[config.mk]
export PLATFORM = sky130hd
export DESIGN_NAME = mem_arbiter
export DESIGN_NICKNAME = d
export VERILOG_FILES = /design/src/rtl/mem_arbiter.sv
export SDC_FILE = /design/constraint.sdc
export NUM_CORES = 1
export LEC_CHECK = 0
export ABC_AREA = 1
export BUFFER_PORTS_ARGS = -buffer_cell sky130_fd_sc_hd__clkbuf_2
export CAP_MARGIN = 0
export CORE_AREA = 2 2 337 339
export DETAILED_ROUTE_END_ITERATION = 12
export DIE_AREA = 0 0 339 341
export HOLD_SLACK_MARGIN = 0.08
export SYNTH_ARGS = -nofsm -noshare
export SYNTH_HDL_FRONTEND = slang
export SYNTH_SLANG_ARGS = --single-unit
[constraint.sdc]
create_clock -name clk -period 1.8 [get_ports clk]
set_input_delay 0.36 -clock clk [delete_from_list [all_inputs] [get_ports clk]]
set_output_delay 0.36 -clock clk [all_outputs]
set_load 0.03 [all_outputs]
[src/rtl/mem_arbiter.sv]
// mem_arbiter: shares one memory port between I-cache and D-cache with alternating priority on conflict.
module mem_arbiter #(
  parameter int ADDR_W = 28,
  parameter int DATA_W = 128
) (
  input  logic              clk,
  input  logic              rst_n,
  input  logic              I_read,
  input  logic              I_write,
  input  logic [ADDR_W-1:0] I_addr,
  input  logic [DATA_W-1:0] I_wdata,
  output logic [DATA_W-1:0] I_rdata,
  output logic              I_ready,
  input  logic              D_read,
  input  logic              D_write,
  input  logic [ADDR_W-1:0] D_addr,
  input  logic [DATA_W-1:0] D_wdata,
  output logic [DATA_W-1:0] D_rdata,
  output logic              D_ready,
  output logic              mem_read,
  output logic              mem_write,
  output logic [ADDR_W-1:0] mem_addr,
  output logic [DATA_W-1:0] mem_wdata,
  input  logic [DATA_W-1:0] mem_rdata,
  input  logic              mem_ready,
  output logic [1:0]        grant
);
  typedef enum logic [1:0] {IDLE, BUSY_I, BUSY_D, DONE} state_t;
  state_t state;
  logic last_d;
  logic i_req, d_req, pick_d;
  assign i_req = I_read | I_write;
  assign d_req = D_read | D_write;
  // D wins unless I is also asking and D was the most recent owner
  assign pick_d = d_req & (~i_req | ~last_d);
  always_ff @(posedge clk or negedge rst_n) begin
    if (!rst_n) begin
      state     <= IDLE;
      last_d    <= 1'b0;
      grant     <= 2'b00;
      mem_read  <= 1'b0;
      mem_write <= 1'b0;
      mem_addr  <= '0;
      mem_wdata <= '0;
      I_ready   <= 1'b0;
      D_ready   <= 1'b0;
      I_rdata   <= '0;
      D_rdata   <= '0;
    end else begin
      case (state)
        IDLE: if (i_req | d_req) begin
          state     <= pick_d ? BUSY_D : BUSY_I;
          grant     <= pick_d ? 2'b10 : 2'b01;
          mem_addr  <= pick_d ? D_addr : I_addr;
          mem_wdata <= pick_d ? D_wdata : I_wdata;
          mem_write <= pick_d ? D_write : I_write;
          mem_read  <= pick_d ? (D_read & ~D_write) : (I_read & ~I_write);
        end
        BUSY_I: if (mem_ready) begin
          state     <= DONE;
          I_rdata   <= mem_rdata;
          I_ready   <= 1'b1;
          mem_read  <= 1'b0;
          mem_write <= 1'b0;
          last_d    <= 1'b0;
        end
        BUSY_D: if (mem_ready) begin
          state     <= DONE;
          D_rdata   <= mem_rdata;
          D_ready   <= 1'b1;
          mem_read  <= 1'b0;
          mem_write <= 1'b0;
          last_d    <= 1'b1;
        end
        DONE: begin
          state   <= IDLE;
          grant   <= 2'b00;
          I_ready <= 1'b0;
          D_ready <= 1'b0;
        end
      endcase
    end
  end
endmodule

## Yosys cells after proc, flatten, opt, wreduce, memory -nomap -nowiden

Index checks and enable logic that the tools add are counted.

- Flip-flop bits (word level): 421
- Input bits: 447

- Equal/unequal tests: 7
- Multiplexer cells: 18
- Bitwise gates (word level): 11
- Reduce and logical (&&, ||, !) cells: 16

Operator list:

| operator | count |
|---|---|
| $mux 128 | 1 |
| $mux 28 | 1 |
| $reduce_and 2->1 | 7 |
| $pmux 1 s2 | 5 |
| $reduce_bool 2->1 | 5 |
| $mux 1 | 6 |
| $mux 2 | 3 |
| $ne 2x2->1 const B | 3 |
| $pmux 2 s3 | 1 |
| $reduce_and 3->1 | 2 |
| $eq 2x2->1 const B | 2 |
| $not 1->1 | 4 |
| $or 1x1->1 | 4 |
| $pmux 2 s2 | 1 |
| $and 1x1->1 | 3 |
| $eq 2x1->1 const B | 1 |
| $logic_not 2->1 | 1 |
| $ne 2x1->1 const B | 1 |
| $reduce_or 2->1 | 1 |

## Longest topological paths before layout

- Depth in word-level cells: 7
- Depth in mapped cells: 8
- Mapped depth without buffers: 7

## Worst setup path before layout

Ideal clock, no wire load.

- Path type: reg-to-reg
- Start: register state[0]
- End: register D_rdata[106]
- Arrival: 1.454 ns
- Data required time: 1.717 ns
- Slack: 0.263 ns
- Cell stages (with the launch flop): 8
- Buffers on the path: 2
- Period minus slack after synthesis: 1.537 ns
- Cells stage by stage: dfrtp_1 inv_1 ha_1 nand2_1 clkbuf_1 clkbuf_1 nand2_1 o21ai_0

- Longest elaborated chain between the ends: 2

Ends and longest elaborated chain:

| item | RTL line | RTL |
|---|---|---|
| start: declaration | 29 | `state_t state;` |
| start signal: assignment | 52 | `state <= pick_d ? BUSY_D : BUSY_I;` |
| $eq 2x2->1 | 50 | `case (state)` |
| $reduce_and 2->1 (no source line) | n/a |  |
| end signal: assignment | 69 | `D_rdata <= mem_rdata;` |
| end: declaration | 18 | `output logic [DATA_W-1:0] D_rdata,` |

No other way between the ends.
A chain may end at the register's enable or synchronous reset.

## Worst setup path after layout

- Start: register mem_wdata[19]
- End: output port mem_wdata[19]

RTL lines:

| item | RTL line | RTL |
|---|---|---|
| start: declaration | 23 | `output logic [DATA_W-1:0] mem_wdata,` |
| start signal: assignment | 55 | `mem_wdata <= pick_d ? D_wdata : I_wdata;` |

No word-level cell between the ends.

==> metrics.cfg <==
[run_status]
status=finished clean

[hold_path]
worstHoldPathType=in -> reg
hp-start=mem_rdata[69]
holdPathEnd=D_rdata[69]$_DFFE_PN0P_
holdPathStages=3

[critical_path]
arrival_ns=1.38
r2r_setup_slack_ns=0.09
critPathBufInv=1
crit_family=flip-flops
worstReg2RegEnd=mem_wdata[123]$_DFFE_PN0P_
crit_type=reg -> out
path_max_fanout=2
rr_worst_depth=8
max_stage_delay_ns=0.49
startpoint_type=register
crit_path_end_kind=output port
worst_path_max_delay_cell=dfrtp_1
crit_path_cell_trace=clkbuf_2
rr_startpoint=state[0]$_DFFE_PN0P_
worstPathRequired_ns=1.44

[synth]
yosys_warnings=0
ys_top_cells_by_count=nand2_1, dfrtp_1, o21ai_0
ys.flop_type=dfrtp_1
yosysTopAreaCellShare_pct=63.3
synth.area.top_cells=dfrtp_1, nand2_1, o21ai_0
synthArstFlopShare_pct=100
ys_types=17
syn_inst=1860
syn_nets=2312
netlist_area_mm2=0.0166
yosys.area.top_type=dfrtp_1
yosysMostFrequentCell=nand2_1
seq_area_frac_synth_pct=63.3
syn_area_per_cell_um2=8.95
ys_ff_latch=421
synth-edff-count=0

[floorplanning]
fp-row-count=123
initial_utilization_pct=14.9
floorplan.io_pins=865
dieArea_mm2=0.116
fp.dieH_um=341
die_w_um=339
core-area_mm2=0.112

[detailed_routing]
antenna_left=0
drt_iter0_markers=1176
routed_wl_mm=94.0
drc=0
routedWlPerCell_um=19.8
vias=18300
drt-vias-per-instance=3.85
dr.pass1.iters=5

[pwr]
p_leak_nw=15.4
seq_power_share_pct=31.2
swShare_pct=49.0
p_per_area_mw_per_mm2=1840
internal_power_mw=27.8
pwr-share-clk_pct=19.1
ir_worst_vdd_mv=1.10
fin_total_pwr_mw=54.5
net-switching-power_mw=26.7
power_frac_comb_pct=49.7

[clocking]
h-tree-depth=2
cts.clk_slew.worst_paths_ns=0.06
ctsRootBufferMaster=clkbuf_16
clock_latency_ns=0.61
cts_sinks=421
cts.path.max_buffers=3
cts_tree=built
cts_made_buffers=50

[timing]
fin_ws_ns=0.0636
finalSetupViolCount=0
maxSlewHeadroom_pct=70.3
fmax_ghz=0.576
hold_violations=0
fin_skew_ns=0.0176
setup-tns-final_ns=0
post-route-period-util_pct=96.5
finalCriticalPeriod_ns=1.74
tightestPinTransition_ns=0.446
finalMaxSlewViolations=0

[global_route]
grt-ovfl-total=0
grt_pass1_wl_mm=133
antenna_found_initial=18
grt_max_degree=91
grt_pass1_vias=19000
grtUsageTotal_pct=15.7

[layout]
regArea_mm2=0.0105
nets=3658
multiInputGateArea_mm2=0.00510
area_delta_synth_final_pct=77.7
drive_above_1_share_pct=32.2
num-fill-cells=11800
final_area_mm2=0.0296

[place]
place_area_mm2=0.0235
gp_congestion=0.912
place_hpwl_mm=72.1
dp_slack_ns=-0.114
io_buffer_count=864

[job]
drv_cap=0

## per-stage QoR
stage | utilization (%) | hold slack, ns | instances
after detailed placement | 21.0 | 0.288 | 4215
after CTS | 26.4 | 0.0817 | 4739
final | 26.4 | 0.117 | 4746
after floorplan | - | 0.0644 | 1860
after global placement | 21.0 | 0.285 | 4215
after global routing | 26.4 | 0.0870 | 4743
## worst max path at each step
| stage | start | endpoint | slack (ns) | cells past startpoint |
|---|---|---|---|---|
| 6_report | mem_wdata[19]$_DFFE_PN0P_ | mem_wdata[19] | 0.06 | 1 |
| 5_1_grt | I_write | mem_wdata[123]$_DFFE_PN0P_ | -0.001 | 11 |
| 4_1_cts | grant[0]$_DFFE_PN0P_ | grant[0] | 0.002 | 1 |
| 3_5_place_dp | D_read | mem_wdata[30]$_DFFE_PN0P_ | -0.11 | 9 |
| 3_3_place_gp | D_read | mem_wdata[14]$_DFFE_PN0P_ | -0.07 | 9 |
| 2_1_floorplan | state[0]$_DFFE_PN0P_ | D_rdata[106]$_DFFE_PN0P_ | 0.26 | 7 |
## routing by layer
metal / track usage (%) / up-vias / wire, um
met5: 0 / - / 49
met4: 5.73 / 8 / 3600
met3: 4.77 / 162 / 7960
met2: 25.9 / 925 / 44200
met1: 19.2 / 8631 / 38200
li1: - / 8543 / -
## power groups by stage
stage	combinational, mW	sequential (mW)	clock, mW
6_report	27.1	17.0	10.4
5_1_grt	29.1	17.5	11.1
4_1_cts	27.3	16.9	10.7
3_5_place_dp	26.4	17.0	0
3_3_place_gp	26.2	16.9	0
2_1_floorplan	6.74	25.0	0
## cells in the final DEF, fill, tap and decap left out
master         Yosys  layout
a21oi_1            1       1
a21oi_4            0       1
buf_12             0      28
buf_16             0       2
buf_4             22      66
buf_6              0       2
buf_8              0       2
bufinv_16          0       5
clkbuf_1          54      14
clkbuf_16          0      51
clkbuf_2           0     862
clkbuf_4           0       1
clkbuf_8           0       7
clkinv_2           0       4
clkinv_4           0       2
clkinv_8           0       1
clkinvlp_4         0       1
dfrtp_1          421     420
dfrtp_2            0       1
diode_2            0       5
dlygate4sd3_1      0     437
ha_1               5       5
inv_1            141     141
inv_6              0       3
nand2_1          754     752
nand2_4            0       2
nand2_8            0       1
nand3_1          159     159
nor2_1             7       7
nor2_4             1       1
o211ai_1           2       2
o21ai_0          259     259
o21ai_2            1       1
## logic make-up after synthesis
logic type	synth area share, %
simple gates	22.0
fa+ha+maj	0.376
buf+inv	6.27
compound gates	8.01
flops	63.3
## sequential cells by signal (all words and copies together) (netlist names)
register,count
mem_addr,28
last_d,1
grant,2
D_rdata,128
state,2
mem_wdata,128
D_ready,1
I_ready,1
mem_read,1
I_rdata,128
mem_write,1
## final cells by class
cell class / count / area share [%]
well taps: 1500 / 6.34
multi-input cells: 1191 / 17.2
repair buffers: 1401 / 33.4
inverters: 141 / 1.79
flip-flops and latches: 421 / 35.6
diodes: 5 / 0.0423
clock inverters: 16 / 0.804
clock buffers: 71 / 4.73
## repair_timing
action,in CTS,in global routing
gates resized for setup,1,9
gates cloned,0,1
buffers inserted,0,1
pin swaps,0,1
endpoints found under the setup margin,1,95
hold endpoints to repair,616,0
hold buffers,437,0
(Power assumes the default switching activity.)
